**src/rtl/demux_pkg.sv**
```systemverilog
// Shared constants and types for the registered 32-bit 1-to-4 demultiplexer.
// Channel index k (0..3) maps to the out(k+1)/count(k+1) ports.
package demux_pkg;

  localparam int NUM_CH    = 4;
  localparam int SEL_W     = 2;
  localparam int DEF_WIDTH = 32;
  localparam int DEF_CNT_W = 8;

  typedef logic [SEL_W-1:0] ch_idx_t;

  typedef enum logic {
    SLOT_EMPTY = 1'b0,
    SLOT_FULL  = 1'b1
  } slot_state_t;

endpackage

```
**src/rtl/demux_channel_slot.sv**
```systemverilog
// One output channel: single-entry holding register, valid flag, and delivered-word counter.
//
//   state      | meaning
//   SLOT_EMPTY | no word held; data keeps its last value
//   SLOT_FULL  | word held and offered to the consumer
module demux_channel_slot
  import demux_pkg::*;
#(
  parameter int WIDTH = DEF_WIDTH,
  parameter int CNT_W = DEF_CNT_W
) (
  input  logic             clk,
  input  logic             reset,
  input  logic             load,
  input  logic [WIDTH-1:0] load_data,
  input  logic             ready,
  output logic             valid,
  output logic             free,
  output logic [WIDTH-1:0] data,
  output logic [CNT_W-1:0] count
);

  slot_state_t state, state_nxt;
  logic        deliver;

  always_comb begin
    deliver   = (state == SLOT_FULL) && ready;
    free      = (state == SLOT_EMPTY) || ready;
    state_nxt = state;
    case (state)
      SLOT_EMPTY: if (load) state_nxt = SLOT_FULL;
      SLOT_FULL:  if (deliver && !load) state_nxt = SLOT_EMPTY;
      default:    state_nxt = SLOT_EMPTY;
    endcase
  end

  always_ff @(posedge clk) begin
    if (reset) state <= SLOT_EMPTY;
    else       state <= state_nxt;
  end

  always_ff @(posedge clk) begin
    if (reset)     data <= '0;
    else if (load) data <= load_data;
  end

  // Counter counts the outgoing word even when a new word replaces it on the same edge.
  always_ff @(posedge clk) begin
    if (reset)        count <= '0;
    else if (deliver) count <= count + 1'b1;
  end

  assign valid = (state == SLOT_FULL);

endmodule

```
**src/rtl/demux32_1to4_reg.sv**
```systemverilog
// Registered 1-to-4 demultiplexer: steers each accepted word into the selected
// channel's holding register; each channel drains independently to its consumer.
module demux32_1to4_reg
  import demux_pkg::*;
#(
  parameter int WIDTH = DEF_WIDTH,
  parameter int CNT_W = DEF_CNT_W
) (
  input  logic              clk,
  input  logic              reset,
  input  logic              in_valid,
  output logic              in_ready,
  input  logic [WIDTH-1:0]  in_data,
  input  logic [SEL_W-1:0]  in_select,
  output logic [NUM_CH-1:0] out_valid,
  input  logic [NUM_CH-1:0] out_ready,
  output logic [WIDTH-1:0]  out1,
  output logic [WIDTH-1:0]  out2,
  output logic [WIDTH-1:0]  out3,
  output logic [WIDTH-1:0]  out4,
  output logic [CNT_W-1:0]  count1,
  output logic [CNT_W-1:0]  count2,
  output logic [CNT_W-1:0]  count3,
  output logic [CNT_W-1:0]  count4,
  output logic              busy
);

  logic [NUM_CH-1:0] ch_free;
  logic [NUM_CH-1:0] ch_load;
  logic [WIDTH-1:0]  ch_data  [NUM_CH];
  logic [CNT_W-1:0]  ch_count [NUM_CH];
  logic              accept;

  // in_ready depends only on select and channel status, never on in_data.
  assign in_ready = !reset && ch_free[in_select];
  assign accept   = in_valid && in_ready;

  always_comb begin
    ch_load = '0;
    for (int k = 0; k < NUM_CH; k++) begin
      ch_load[k] = accept && (in_select == ch_idx_t'(k));
    end
  end

  for (genvar k = 0; k < NUM_CH; k++) begin : g_slot
    demux_channel_slot #(
      .WIDTH (WIDTH),
      .CNT_W (CNT_W)
    ) u_slot (
      .clk       (clk),
      .reset     (reset),
      .load      (ch_load[k]),
      .load_data (in_data),
      .ready     (out_ready[k]),
      .valid     (out_valid[k]),
      .free      (ch_free[k]),
      .data      (ch_data[k]),
      .count     (ch_count[k])
    );
  end

  assign out1   = ch_data[0];
  assign out2   = ch_data[1];
  assign out3   = ch_data[2];
  assign out4   = ch_data[3];
  assign count1 = ch_count[0];
  assign count2 = ch_count[1];
  assign count3 = ch_count[2];
  assign count4 = ch_count[3];
  assign busy   = |out_valid;

endmodule
```
**config.mk**
```make
export PLATFORM = sky130hd
export DESIGN_NAME = demux32_1to4_reg
export DESIGN_NICKNAME = d
export VERILOG_FILES = /design/src/rtl/demux_pkg.sv /design/src/rtl/demux_channel_slot.sv /design/src/rtl/demux32_1to4_reg.sv
export SDC_FILE = /design/constraint.sdc
export NUM_CORES = 1
export LEC_CHECK = 0
export BUFFER_PORTS_ARGS = -buffer_cell sky130_fd_sc_hd__buf_2
export CAP_MARGIN = 5
export CORE_ASPECT_RATIO = 0.8
export CORE_MARGIN = 2
export CORE_UTILIZATION = 30
export CTS_BUF_LIST = sky130_fd_sc_hd__clkbuf_8
export CTS_CLUSTER_SIZE = 16
export DETAILED_ROUTE_END_ITERATION = 7
export MAX_ROUTING_LAYER = met4
export PLACE_DENSITY_LB_ADDON = 0.05
export RECOVER_POWER = 50
export REMOVE_ABC_BUFFERS = 1
export SKIP_CTS_REPAIR_TIMING = 1
export SLEW_MARGIN = 0
export SYNTH_ARGS = -nofsm -noshare
export SYNTH_HDL_FRONTEND = slang
export SYNTH_HIERARCHICAL = 1
export SYNTH_SLANG_ARGS = --single-unit
```
**constraint.sdc**
```tcl
create_clock -name clk -period 1.7 [get_ports clk]
set_input_delay 0 -clock clk [delete_from_list [all_inputs] [get_ports clk]]
set_output_delay 0 -clock clk [all_outputs]
set_load 0.005 [all_outputs]
```
Word-level counts from Yosys, hierarchy flattened
Cells that the tools add are included.
W data, S select, Z words.
{ "op_classes": {"reduce_logical": 25, "n_mul": 0, "add_sub_neg": 4, "eq_ne": 3, "shifts": 0, "n_div": 0, "bitwise": 4, "magnitude_cmp": 1, "muxes": 14} }
{ "ops": {"columns": ["operator", "count"], "rows": [
  ["$add A8 B1 Y8 const B", 4],
  ["$logic_and A1 B1 Y1", 14],
  ["$mux W1", 9],
  ["$pmux W1 S2", 4],
  ["$logic_not A1 Y1", 5],
  ["$eq A2 B2 Y1 const B", 2],
  ["$logic_or A1 B1 Y1", 4],
  ["$not A1 Y1", 4],
  ["$reduce_or A4 Y1", 1],
  ["$lt A2 B3 Y1 const B", 1],
  ["$bmux W1 S2", 1],
  ["$eq A2 B1 Y1 const B", 1],
  ["$logic_not A2 Y1", 1]
]} }
{ "totals": {"mem_bits_rw": 0, "latch_bits": 0, "ff_bits": 164, "n_memories": 0, "inputBits": 41, "romBits": 0} }

Logic depth before layout (Yosys ltp)
Gate-level depths: netlist of the first run.
{ "depth": {"word_depth": 11, "mapped_depth": 7} }

Modules after synthesis
The synthesis of the first run kept the hierarchy.
{ "modules_own_cells": {"columns": ["mod", "n_inst", "area_each_um2", "cells_per_inst"], "rows": [
  ["demux_channel_slot", 4, 1505.2, 148],
  ["demux32_1to4_reg", 1, 90.1, 11]
]} }

Least setup slack after synthesis of the first run
Ideal clock, no wire load.
{ "synth_timing": {"path_type": "register to register", "from": "register g_slot[0].u_slot.state", "to": "register g_slot[0].u_slot.data[20]", "arrival_time_ps": 1417, "n_path_buf": 2, "path_slack_ps": 155, "path_stages_with_launch": 7, "path_cell_list": "dfxtp_1 -> or2b_1 -> nor4b_1 -> buf_2 -> buf_2 -> mux2i_1 -> nor2_1"} }
{ "synth_between": {"elab_chain_len": 7} }
{ "synth_lines": {"columns": ["element", "line_no", "rtl"], "rows": [
  ["from (decl)", "demux_channel_slot.sv:23", "slot_state_t state, state_nxt;"],
  ["from (signal assigned)", "demux_channel_slot.sv:39", "else state <= state_nxt;"],
  ["$not A1 Y1", "demux_channel_slot.sv:28", "free = (state == SLOT_EMPTY) || ready;"],
  ["$logic_or A1 B1 Y1", "demux_channel_slot.sv:28", null],
  ["net ch_free[0]", "demux32_1to4_reg.sv:28", "logic [NUM_CH-1:0] ch_free;"],
  ["$bmux W1 S2", "demux32_1to4_reg.sv:35", "assign in_ready = !reset && ch_free[in_select];"],
  ["$mux W1 (not written as such)", "demux32_1to4_reg.sv:35", null],
  ["$logic_and A1 B1 Y1", "demux32_1to4_reg.sv:35", null],
  ["$logic_and A1 B1 Y1", "demux32_1to4_reg.sv:36", "assign accept = in_valid && in_ready;"],
  ["$logic_and A1 B1 Y1", "demux32_1to4_reg.sv:41", "ch_load[k] = accept && (in_select == ch_idx_t'(k));"],
  ["net ch_load[0]", "demux32_1to4_reg.sv:29", "logic [NUM_CH-1:0] ch_load;"],
  ["to (signal assigned)", "demux_channel_slot.sv:44", "else if (load) data <= load_data;"],
  ["to (decl)", "demux_channel_slot.sv:19", "output logic [WIDTH-1:0] data,"]
]} }
The timed path passes the listed nets, and every way through them passes these cells. The select of a mux whose other input is x is not followed.
A chain may end at the register's enable or synchronous reset.

Final worst setup path of the first run
{ "layout_timing": {"from": "register g_slot[3].u_slot.state", "to": "output port in_ready"} }
{ "layout_between": {"elab_chain_len": 5} }
{ "layout_lines": {"columns": ["element", "line_no", "rtl"], "rows": [
  ["from (decl)", "demux_channel_slot.sv:23", null],
  ["from (signal assigned)", "demux_channel_slot.sv:39", null],
  ["$not A1 Y1", "demux_channel_slot.sv:28", null],
  ["$logic_or A1 B1 Y1", "demux_channel_slot.sv:28", null],
  ["net ch_free[3]", "demux32_1to4_reg.sv:28", null],
  ["$bmux W1 S2", "demux32_1to4_reg.sv:35", null],
  ["$mux W1 (not written as such)", "demux32_1to4_reg.sv:35", null],
  ["$logic_and A1 B1 Y1", "demux32_1to4_reg.sv:35", null],
  ["to (decl)", "demux32_1to4_reg.sv:12", "output logic in_ready,"]
]} }
The timed path passes the listed nets, and every way through them passes these cells. The select of a mux whose other input is x is not followed.

==> results of run 1 <==
-- per-layer routing --
metal  GRT usage [%]  wire length [um]  share of wire (%)  up-vias
met1           20.50              8490                 48     2401
met3           4.861              1037                5.9       21
met4           5.750               274                1.5        0
met5               -                 0                  0        -
li1                -                 -                  -     2525
met2           24.43              7895                 45      139
-- flip-flops by register name, summed over array words and instances (netlist names) --
| signal | flops |
|---|---|
| g_slot.u_slot/count | 32 |
| g_slot.u_slot/data | 128 |
| g_slot.u_slot/valid | 4 |
-- worst max-delay path: stages, from the launching register on --
cell,delay [ns]
dfxtp_4,0.36
or2b_1,0.26
mux4_2,0.48
nor2b_4,0.14
buf_2,0.15
-- power by group --
| group | switching (W) | internal (W) |
|---|---|---|
| sequential | 0.0000363 | 0.00391 |
| combinational | 0.000286 | 0.000242 |
| clock | 0.00147 | 0.00132 |
| total | 0.00179 | 0.00547 |
-- worst max path at each step --
stage / start / to / slack (ns) / cells after the start
after floorplan: g_slot[0].u_slot/valid / g_slot[0].u_slot/data[0] / -4.22 / 4
after global placement: g_slot[1].u_slot/valid / g_slot[1].u_slot/data[31] / 0.17 / 6
after detailed placement: g_slot[0].u_slot/valid / g_slot[0].u_slot/data[0] / 0.12 / 5
after CTS: g_slot[3].u_slot/valid / in_ready / -0.30 / 4
after global routing: g_slot[3].u_slot/valid / in_ready / -0.21 / 4
final: g_slot[3].u_slot/valid / in_ready / -0.15 / 4
-- layout by cell type, fill, tap and decap left out, drive strengths merged, types with 3 or more instances in the layout --
cell type      n
buf          119
dlygate4sd3   38
nand4          8
o21ai         16
xnor2          4
dfxtp        164
clkinv         4
clkinvlp       3
inv           15
nor2         137
xor2           4
or3           16
or4            5
mux2i        128
clkbuf       124
ha             4
or2b           4
a21oi         28
nand2         14
nand3         12
o31ai          4
-- area by class of cell --
| class | instances | share of cell area (%) |
|---|---|---|
| Sequential cell | 164 | 40.07 |
| Multi-Input combinational cell | 391 | 32.43 |
| Timing Repair Buffer | 260 | 18.17 |
| Tap cell | 264 | 4.027 |
| Clock buffer | 21 | 3.523 |
| Clock inverter | 11 | 1.236 |
| Inverter | 12 | 0.5491 |
-- kinds of logic after synthesis --
kind of cell,count (synthesis),share of synthesized area [%]
and+or+nand+nor,202,15.36
DFF,164,53.73
muxes,129,21.33
AOI/OAI and AO/OA,48,4.341
buffers and inverters,48,3.276
xor gates and xnor gates,8,1.146
adders and majority gates,4,0.8190
-- per-stage QoR --
stage	setup WS, ns	cell area, um2	total power [W]	std cells
after floorplan	-4.221	5956	0.004218	567
after detailed placement	0.1177	7508	0.004502	1049
after CTS	-0.3033	7899	0.007326	1081
final	-0.1465	8203	0.007260	1123
after global routing	-0.2111	8203	0.007591	1123
after global placement	0.1734	7508	0.004492	1049
==> results.toml, run 1 <==
[status]
status = "finished, violations left"
violations = "setup timing"

[setup_path]
required_ns = 1.70
rr_startpoint = "g_slot[1].u_slot/valid"
crit_fanout = 4
crit_type = "flip-flop to output pin"
reg2reg_setup_slack_ns = 0.14
cp.arrival_ns = 1.85
critPathLaunchType = "flip-flop"
end_kind = "output pin"
regToRegEndpoint = "g_slot[1].u_slot/data[17]"
worst-r2r-cell-count = 6

[routing]
wl_um = 17700
vias = 5086
route.detailed.drc = 0
drt_iter0_markers = 239
wire_per_inst_um = 15.76
vias_per_cell = 4.529
drt_pass1_iterations = 4
antenna_left = 0

[logic_synthesis]
synth_common_cells = "dfxtp_1, nor2_1, mux2i_1, a21oi_1, clkbuf_1"
synth_area_mm2 = 0.006111
synth.avg_cell_area_um2 = 10.13
synthDistinctLibCells = 29
ys.flop_type = "dfxtp_1"
synth_area_leaders = "dfxtp_1, mux2i_1, nor2_1"
synth.yosys.seq_area_share_pct = 53.73
synth-edff-count = 0
synth_seq_cells = 164
synthCells = 603
synth.top_cell.area_share_pct = 53.73
yosysWarnings = 6
ys_async_sr_fraction_pct = 0
yosysTopAreaCell = "dfxtp_1"
synth.most_common_cell = "dfxtp_1"

[clocking]
numCtsBuffers = 17
clkTransAtPathRegs_ns = 0.09
cts_tree = "yes"
h-tree-depth = 4
cts_sinks = 164
clockBufferDepth = 2
clkLatencyLatePin_ns = 0.45
cts_root_buf = "clkbuf_8"

[layout]
diodes = 0
multi_input_area_mm2 = 0.002660
final_nets = 891
seq_area_mm2 = 0.003287
syn2layout_area_growth_pct = 34.23
post-route-util_pct = 41.19
drive_gt1_share_pct = 20.26
n_fill_cell = 2074

[global_routing]
grt_usage_pct = 16.18
grt_pass1_vias = 4819
overflow = 0
antenna_found_initial = 0
grt_pass1_wl_um = 26320
grt_max_degree = 164

[sta]
tightest_slew_ns = 0.7533
layout_setup_ws_ns = -0.1465
relSlewSlack_pct = 49.78
min_period_over_period_pct = 108.6
final.setup.tns_ns = -0.1465
hold_viol_final = 0
rsz0062_at_grt = "true"
finalSetupViolCount = 1
slew_violations = 0
hold_slack_ns = 0.01504
fmax_mhz = 541.6
fin_crit_ns = 1.846
skew_ns = 0.01017

[placement]
gp_congestion = 0.7602
portBuffers = 206
hpwl_um = 11820

[pwr]
peakVddDrop_v = 0.0002971
powerDensity_mw_per_mm2 = 885.0
p_leak_nw = 3.122

[worst_hold_path]
min-delay-path-class = "primary input to flip-flop"
worstHoldEndpoint = "g_slot[1].u_slot/count[2]"
hp-start = "out_ready[1]"
hold-path-cell-count = 4

[floorplan]
fp.dieW_um = 163.6
dieHeight_um = 131.7
start_util_pct = 30.69
dieArea_mm2 = 0.02153
ios = 207
rows = 46
floorplan.core_area_mm2 = 0.01991

[flow_run]
maxCapViolCount = 0
No activity file was read; power rests on OpenSTA's default activity.
==> run 2: changes to the inputs <==
--- a/config.mk
+++ b/config.mk
@@ -9,7 +9,7 @@
 export CAP_MARGIN = 5
 export CORE_ASPECT_RATIO = 0.8
 export CORE_MARGIN = 2
-export CORE_UTILIZATION = 30
+export CORE_UTILIZATION = 52
 export CTS_BUF_LIST = sky130_fd_sc_hd__clkbuf_8
 export CTS_CLUSTER_SIZE = 16
 export DETAILED_ROUTE_END_ITERATION = 7
@@ -18,6 +18,7 @@
 export RECOVER_POWER = 50
 export REMOVE_ABC_BUFFERS = 1
 export SKIP_CTS_REPAIR_TIMING = 1
+export SKIP_LAST_GASP = 1
 export SLEW_MARGIN = 0
 export SYNTH_ARGS = -nofsm -noshare
 export SYNTH_HDL_FRONTEND = slang
==> run 2 against run 1 <==
Net effect: the run ends with hold timing, setup timing left; sequential power about the same; first-iteration DRC count up 13%; sequential cell count unchanged; clock-buffer cell count down 3; clock power down 8.6%; sequential share of layout area up 1.0 points; setup slack better by 0.047 ns; maximum frequency up 2.6%; hold slack worse by 0.18 ns; utilization up 29 points; critical path type unchanged; critical endpoint unchanged; largest cell class unchanged.
==> results.toml, run 2 (synthesis results as in run 1) <==
[setup_path]
reg2reg_setup_slack_ns = 0.08
end_kind = "output pin"
crit_fanout = 3
critPathLaunchType = "flip-flop"
regToRegEndpoint = "g_slot[2].u_slot/count[2]"
worst-r2r-cell-count = 5
required_ns = 1.70
crit_type = "flip-flop to output pin"
rr_startpoint = "g_slot[2].u_slot/count[0]"
cp.arrival_ns = 1.80

[pwr]
p_clk_share_pct = 36.5
peakVddDrop_v = 0.0007197
pwr-share-seq_pct = 56.3
p_int_w = 0.005320
p_leak_nw = 3.210
swShare_pct = 23.99
power_switching_w = 0.001679
power_frac_comb_pct = 7.2
powerDensity_mw_per_mm2 = 873.8

[sta]
hold_viol_final = 6
fmax_mhz = 555.9
layout_setup_ws_ns = -0.09903
relSlewSlack_pct = 54.73
hold_slack_ns = -0.1631
final.setup.tns_ns = -0.09903
rsz0062_at_grt = "true"
min_period_over_period_pct = 105.8
tightest_slew_ns = 0.6791
fin_crit_ns = 1.799
finalSetupViolCount = 1
skew_ns = 0.01661
slew_violations = 0

[placement]
gp_congestion = 0.8230
portBuffers = 206
hpwl_um = 10160

[worst_hold_path]
hp-start = "reset"
hold-path-cell-count = 2
min-delay-path-class = "primary input to flip-flop"
worstHoldEndpoint = "g_slot[2].u_slot/count[7]"

[layout]
diodes = 0
layout_commonest_cell = "dfxtp_1"
final_nets = 888
final_cell_mix = "dfxtp_1, nor2_1, buf_2"
drive_gt1_share_pct = 23.27
largest_reg_flops = 128
regMostFlops = "g_slot.u_slot/data"
syn2layout_area_growth_pct = 31.08
post-route-util_pct = 69.81

[routing]
drt_pass1_iterations = 5
wire_per_inst_um = 15.15
drt_iter0_markers = 269
route.detailed.drc = 0
antenna_left = 0
vias = 5068
vias_per_cell = 5.053
wl_um = 15200

[global_routing]
antenna_found_initial = 0
grt_pass1_vias = 4657
grt_pass1_wl_um = 23430
grt_max_degree = 157
overflow = 0
grt_usage_pct = 23.79

[status]
violations = "hold timing, setup timing"
status = "finished, violations left"

[floorplan]
floorplan.core_area_mm2 = 0.01147
start_util_pct = 53.26
dieHeight_um = 101.0
rows = 35
dieArea_mm2 = 0.01264
ios = 207
fp.dieW_um = 125.2

[clocking]
cts_root_buf = "clkbuf_8"
clockBufferDepth = 2
clkLatencyLatePin_ns = 0.43
numCtsBuffers = 17
h-tree-depth = 4
clkTransAtPathRegs_ns = 0.08
cts_sinks = 164
cts_tree = "yes"

[flow_run]
maxCapViolCount = 0
-- run 2: changes by cell type in the layout (fill, tap and decap cells not counted), moves of 2 or more --
cell / change
clkbuf_1: -27
clkinv_2: +2
buf_4: -2
buf_2: +28
dfxtp_1: -2
clkbuf_8: -3
-- run 2: layout make-up --
cell class	instances	area [um2]
timing repair buffer	257	1478
multi-input combinational	391	2651
clock buffer	18	247.7
tap	148	185.2
sequential	164	3292
inverter	12	45.04
fill	961	3463
clock inverter	13	111.4
-- run 2: worst max-delay path by stage --
stage,from,to,slack [ns]
after CTS,g_slot[3].u_slot/valid,in_ready,-0.27
after global placement,g_slot[2].u_slot/valid,g_slot[2].u_slot/data[30],0.20
final,g_slot[3].u_slot/valid,in_ready,-0.1
after detailed placement,g_slot[2].u_slot/valid,g_slot[2].u_slot/data[29],0.12
after global routing,g_slot[3].u_slot/valid,in_ready,-0.17
after floorplan,g_slot[0].u_slot/valid,g_slot[0].u_slot/data[0],-4.22
-- run 2: power groups by stage --
stage          registers (W)  clock network, W  logic, W
6_report             0.00394           0.00255  0.000507
5_1_grt              0.00395           0.00281  0.000554
4_1_cts              0.00394           0.00263  0.000451
3_5_place_dp         0.00403                 0  0.000450
3_3_place_gp         0.00403                 0  0.000439
2_1_floorplan        0.00404                 0  0.000180
-- run 2: metal layers --
metal | wire (um) | part of all wire (%) | track usage, % | vias to the layer above
met4 | 144 | 0.95 | 6.752 | 0
li1 | - | - | - | 2522
met1 | 7055 | 46 | 30.53 | 2389
met2 | 7099 | 47 | 36.75 | 146
met5 | 0 | 0 | - | -
met3 | 900 | 5.9 | 7.219 | 11
-- run 2: stage by stage --
stage               cell area [um2]  worst slack (ns)  total power, W  hold WS (ns)  cells
floorplan                      5956            -4.221        0.004218       0.01730    567
global placement               7336            0.1956        0.004469        0.2771    931
detailed placement             7336            0.1221        0.004482        0.2842    931
CTS                            7695           -0.2706        0.007022       -0.1870    962
global route                   8010           -0.1746        0.007316       -0.1870   1003
finish                         8010          -0.09903        0.007000       -0.1631   1003
-- run 2: critical path: stages (launching register included) --
cell and delay [ns]:
dfxtp_4 0.35, or2b_1 0.26, mux4_2 0.48, nor2b_4 0.14
buf_2 0.14
==> run 3: changes to the inputs <==
--- a/config.mk
+++ b/config.mk
@@ -5,6 +5,7 @@
 export SDC_FILE = /design/constraint.sdc
 export NUM_CORES = 1
 export LEC_CHECK = 0
+export ABC_AREA = 1
 export BUFFER_PORTS_ARGS = -buffer_cell sky130_fd_sc_hd__buf_2
 export CAP_MARGIN = 5
 export CORE_ASPECT_RATIO = 0.8
@@ -14,7 +15,7 @@
 export CTS_CLUSTER_SIZE = 16
 export DETAILED_ROUTE_END_ITERATION = 7
 export MAX_ROUTING_LAYER = met4
-export PLACE_DENSITY_LB_ADDON = 0.05
+export PLACE_DENSITY = 0.92
 export RECOVER_POWER = 50
 export REMOVE_ABC_BUFFERS = 1
 export SKIP_CTS_REPAIR_TIMING = 1
@@ -24,3 +25,4 @@
 export SYNTH_HDL_FRONTEND = slang
 export SYNTH_HIERARCHICAL = 1
 export SYNTH_SLANG_ARGS = --single-unit
+export TNS_END_PERCENT = 10
==> run 3 against run 2 <==
Net effect: the run now ends clean; design area is 1.2% higher; die area is 1.9% higher; clock-buffer cell count is 3 higher; first-iteration DRC count is 64% higher; utilization hardly changed; maximum frequency is 13% higher; clock skew is 0.0022 ns lower; total power is 3.6% higher; via count is 30% higher; hold slack better by 0.34 ns; global-route usage is 6.5 points higher; largest power group unchanged.
==> results.toml, run 3 <==
[status]
status = "finished, final reports clean"

[worst_hold_path]
hp-start = "in_valid"
hold-path-cell-count = 6
worstHoldEndpoint = "g_slot[0].u_slot/data[28]"
min-delay-path-class = "primary input to flip-flop"

[floorplan]
dieHeight_um = 101.9
ios = 207
fp.dieW_um = 126.4
floorplan.core_area_mm2 = 0.01160
dieArea_mm2 = 0.01288
start_util_pct = 53.70
rows = 35

[setup_path]
rr_startpoint = "g_slot[3].u_slot/valid"
crit_fanout = 21
worst-r2r-cell-count = 11
regToRegEndpoint = "g_slot[3].u_slot/data[24]"
end_kind = "flip-flop"
path_delay_family = "simple AND/OR/NAND/NOR gates"
critPathBufInv = 2
crit_slowest_cell = "dfxtp_1"
cp_common_cell = "nand2_1"
reg2reg_setup_slack_ns = 0.10
slowest_delay_ns = 0.31
path_cells = "nand2_1, nand2_1, nand2_1, nand2_1, nand2_1, nand3_2, nor2_2, inv_1, buf_4, nor2_1, nor2_1"
cp.arrival_ns = 1.94
cp-startpoint = "g_slot[3].u_slot/valid"
required_ns = 2.04
critPathLaunchType = "flip-flop"
crit_type = "flip-flop to flip-flop"

[placement]
dpl_cell_area_mm2 = 0.007463
gp_congestion = 0.8493
portBuffers = 206
hpwl_um = 12740

[layout]
largest_reg_flops = 128
syn2layout_area_growth_pct = 30.01
final_nets = 1126
regMostFlops = "g_slot.u_slot/data"
drive_gt1_share_pct = 17.02
diodes = 0
post-route-util_pct = 69.82
final_cell_area_mm2 = 0.008103
final_cell_mix = "nor2_1, dfxtp_1, o21ai_0"
layout_commonest_cell = "nor2_1"

[logic_synthesis]
synth_compound_area_share_pct = 13.09
synth-simple-area-share_pct = 26.74
synth-edff-count = 0
ys.flop_type = "dfxtp_1"
yosys.area_share.xor_xnor_pct = 0
yosysTopAreaCell = "dfxtp_1"
synth.avg_cell_area_um2 = 7.446
synth.yosys.seq_area_share_pct = 52.68
synth_seq_cells = 164
synthAdderAreaFrac_pct = 0.8031
ys_async_sr_fraction_pct = 0
synth.top_cell.area_share_pct = 52.68
yosysWarnings = 6
synthCells = 837
muxShareOfSynthArea_pct = 0
synthDistinctLibCells = 20
synth.most_common_cell = "nor2_1"
synth_common_cells = "nor2_1, dfxtp_1, o21ai_0, nand2_1, inv_1"
synth_area_mm2 = 0.006232
synth_area_leaders = "dfxtp_1, nor2_1, o21ai_0"
synth_top_family_by_area = "simple AND/OR/NAND/NOR gates"

[sta]
relSlewSlack_pct = 55.90
rsz0062_at_grt = "true"
hold_slack_ns = 0.1721
hold_viol_final = 0
slew_violations = 0
fin_crit_ns = 1.596
tightest_slew_ns = 0.6606
skew_ns = 0.01441
finalSetupViolCount = 0
fmax_mhz = 626.5
min_period_over_period_pct = 93.89

[routing]
wire_per_inst_um = 15.63
drt_pass1_iterations = 5
vias_per_cell = 5.309
drt_iter0_markers = 442
vias = 6588
wl_um = 19390
route.detailed.drc = 0
antenna_left = 0

[global_routing]
grt_pass1_vias = 6079
grt_max_degree = 40
grt_usage_pct = 30.31
antenna_found_initial = 0
grt_pass1_wl_um = 30060
overflow = 0

[pwr]
powerDensity_mw_per_mm2 = 895.0
p_leak_nw = 3.887
peakVddDrop_v = 0.0005809

[clocking]
numCtsBuffers = 17
cts_root_buf = "clkbuf_8"
cts_sinks = 164
cts_tree = "yes"
clockBufferDepth = 2
h-tree-depth = 4
clkTransAtPathRegs_ns = 0.09
clkLatencyLatePin_ns = 0.44

[flow_run]
maxCapViolCount = 0
[run 3: kinds of logic (layout without fill, tap and decap cells)]
group | after synthesis | count (layout)
flip-flops | 164 | 164
buffers and inverters | 95 | 351
adder cells (fa/ha/maj) | 4 | 4
AO/OA/AOI/OAI | 161 | 161
AND/OR/NAND/NOR | 413 | 413
[run 3: how the worst max path moves through the flow]
stage	endpoint	slack, ns	cells past startpoint
2_1_floorplan	g_slot[3].u_slot/data[0]	-0.82	10
3_3_place_gp	g_slot[3].u_slot/data[5]	0.23	10
3_5_place_dp	g_slot[3].u_slot/data[24]	0.16	11
4_1_cts	g_slot[3].u_slot/data[29]	0.14	10
5_1_grt	g_slot[0].u_slot/data[30]	-0.04	11
6_report	g_slot[3].u_slot/data[24]	0.10	11
[run 3: cell type report]
type	instances	area, um2
clock buffer	21	289.0
clock inverter	10	98.84
fill	949	3502
inverter	55	206.4
multi-input combinational	578	2542
sequential	164	3283
tap	148	185.2
timing repair buffer	265	1498
[run 3: per-stage QoR]
step	instances	setup WS (ns)	total power [W]	setup TNS, ns
floorplan	797	-0.8238	0.004230	-108.54
global route	1241	-0.04140	0.007525	-0.1592
finish	1241	0.1038	0.007252	0
CTS	1204	0.1439	0.007232	0
global placement	1173	0.2296	0.004518	0
detailed placement	1173	0.1595	0.004533	0
[run 3: metal layers]
metal  vias up  share of wire (%)  GRT usage (%)
met4         0                2.9          11.75
li1       3139                  -              -
met5         -                  0              -
met1      3037                 42          37.40
met2       352                 46          48.17
met3        60                9.2          7.801
[run 3: power breakdown]
part,internal (W),switching [W]
sequential,0.00392,0.0000466
combinational,0.000220,0.000323
clock,0.00132,0.00142
total,0.00546,0.00179
[run 3: tightest hold or removal path: stages]
cell and delay [ns]:
buf_2 0.10, nand3_2 0.12, nor2_2 0.06, inv_1 0.15, nor2_1 0.06, nor2_1 0.08
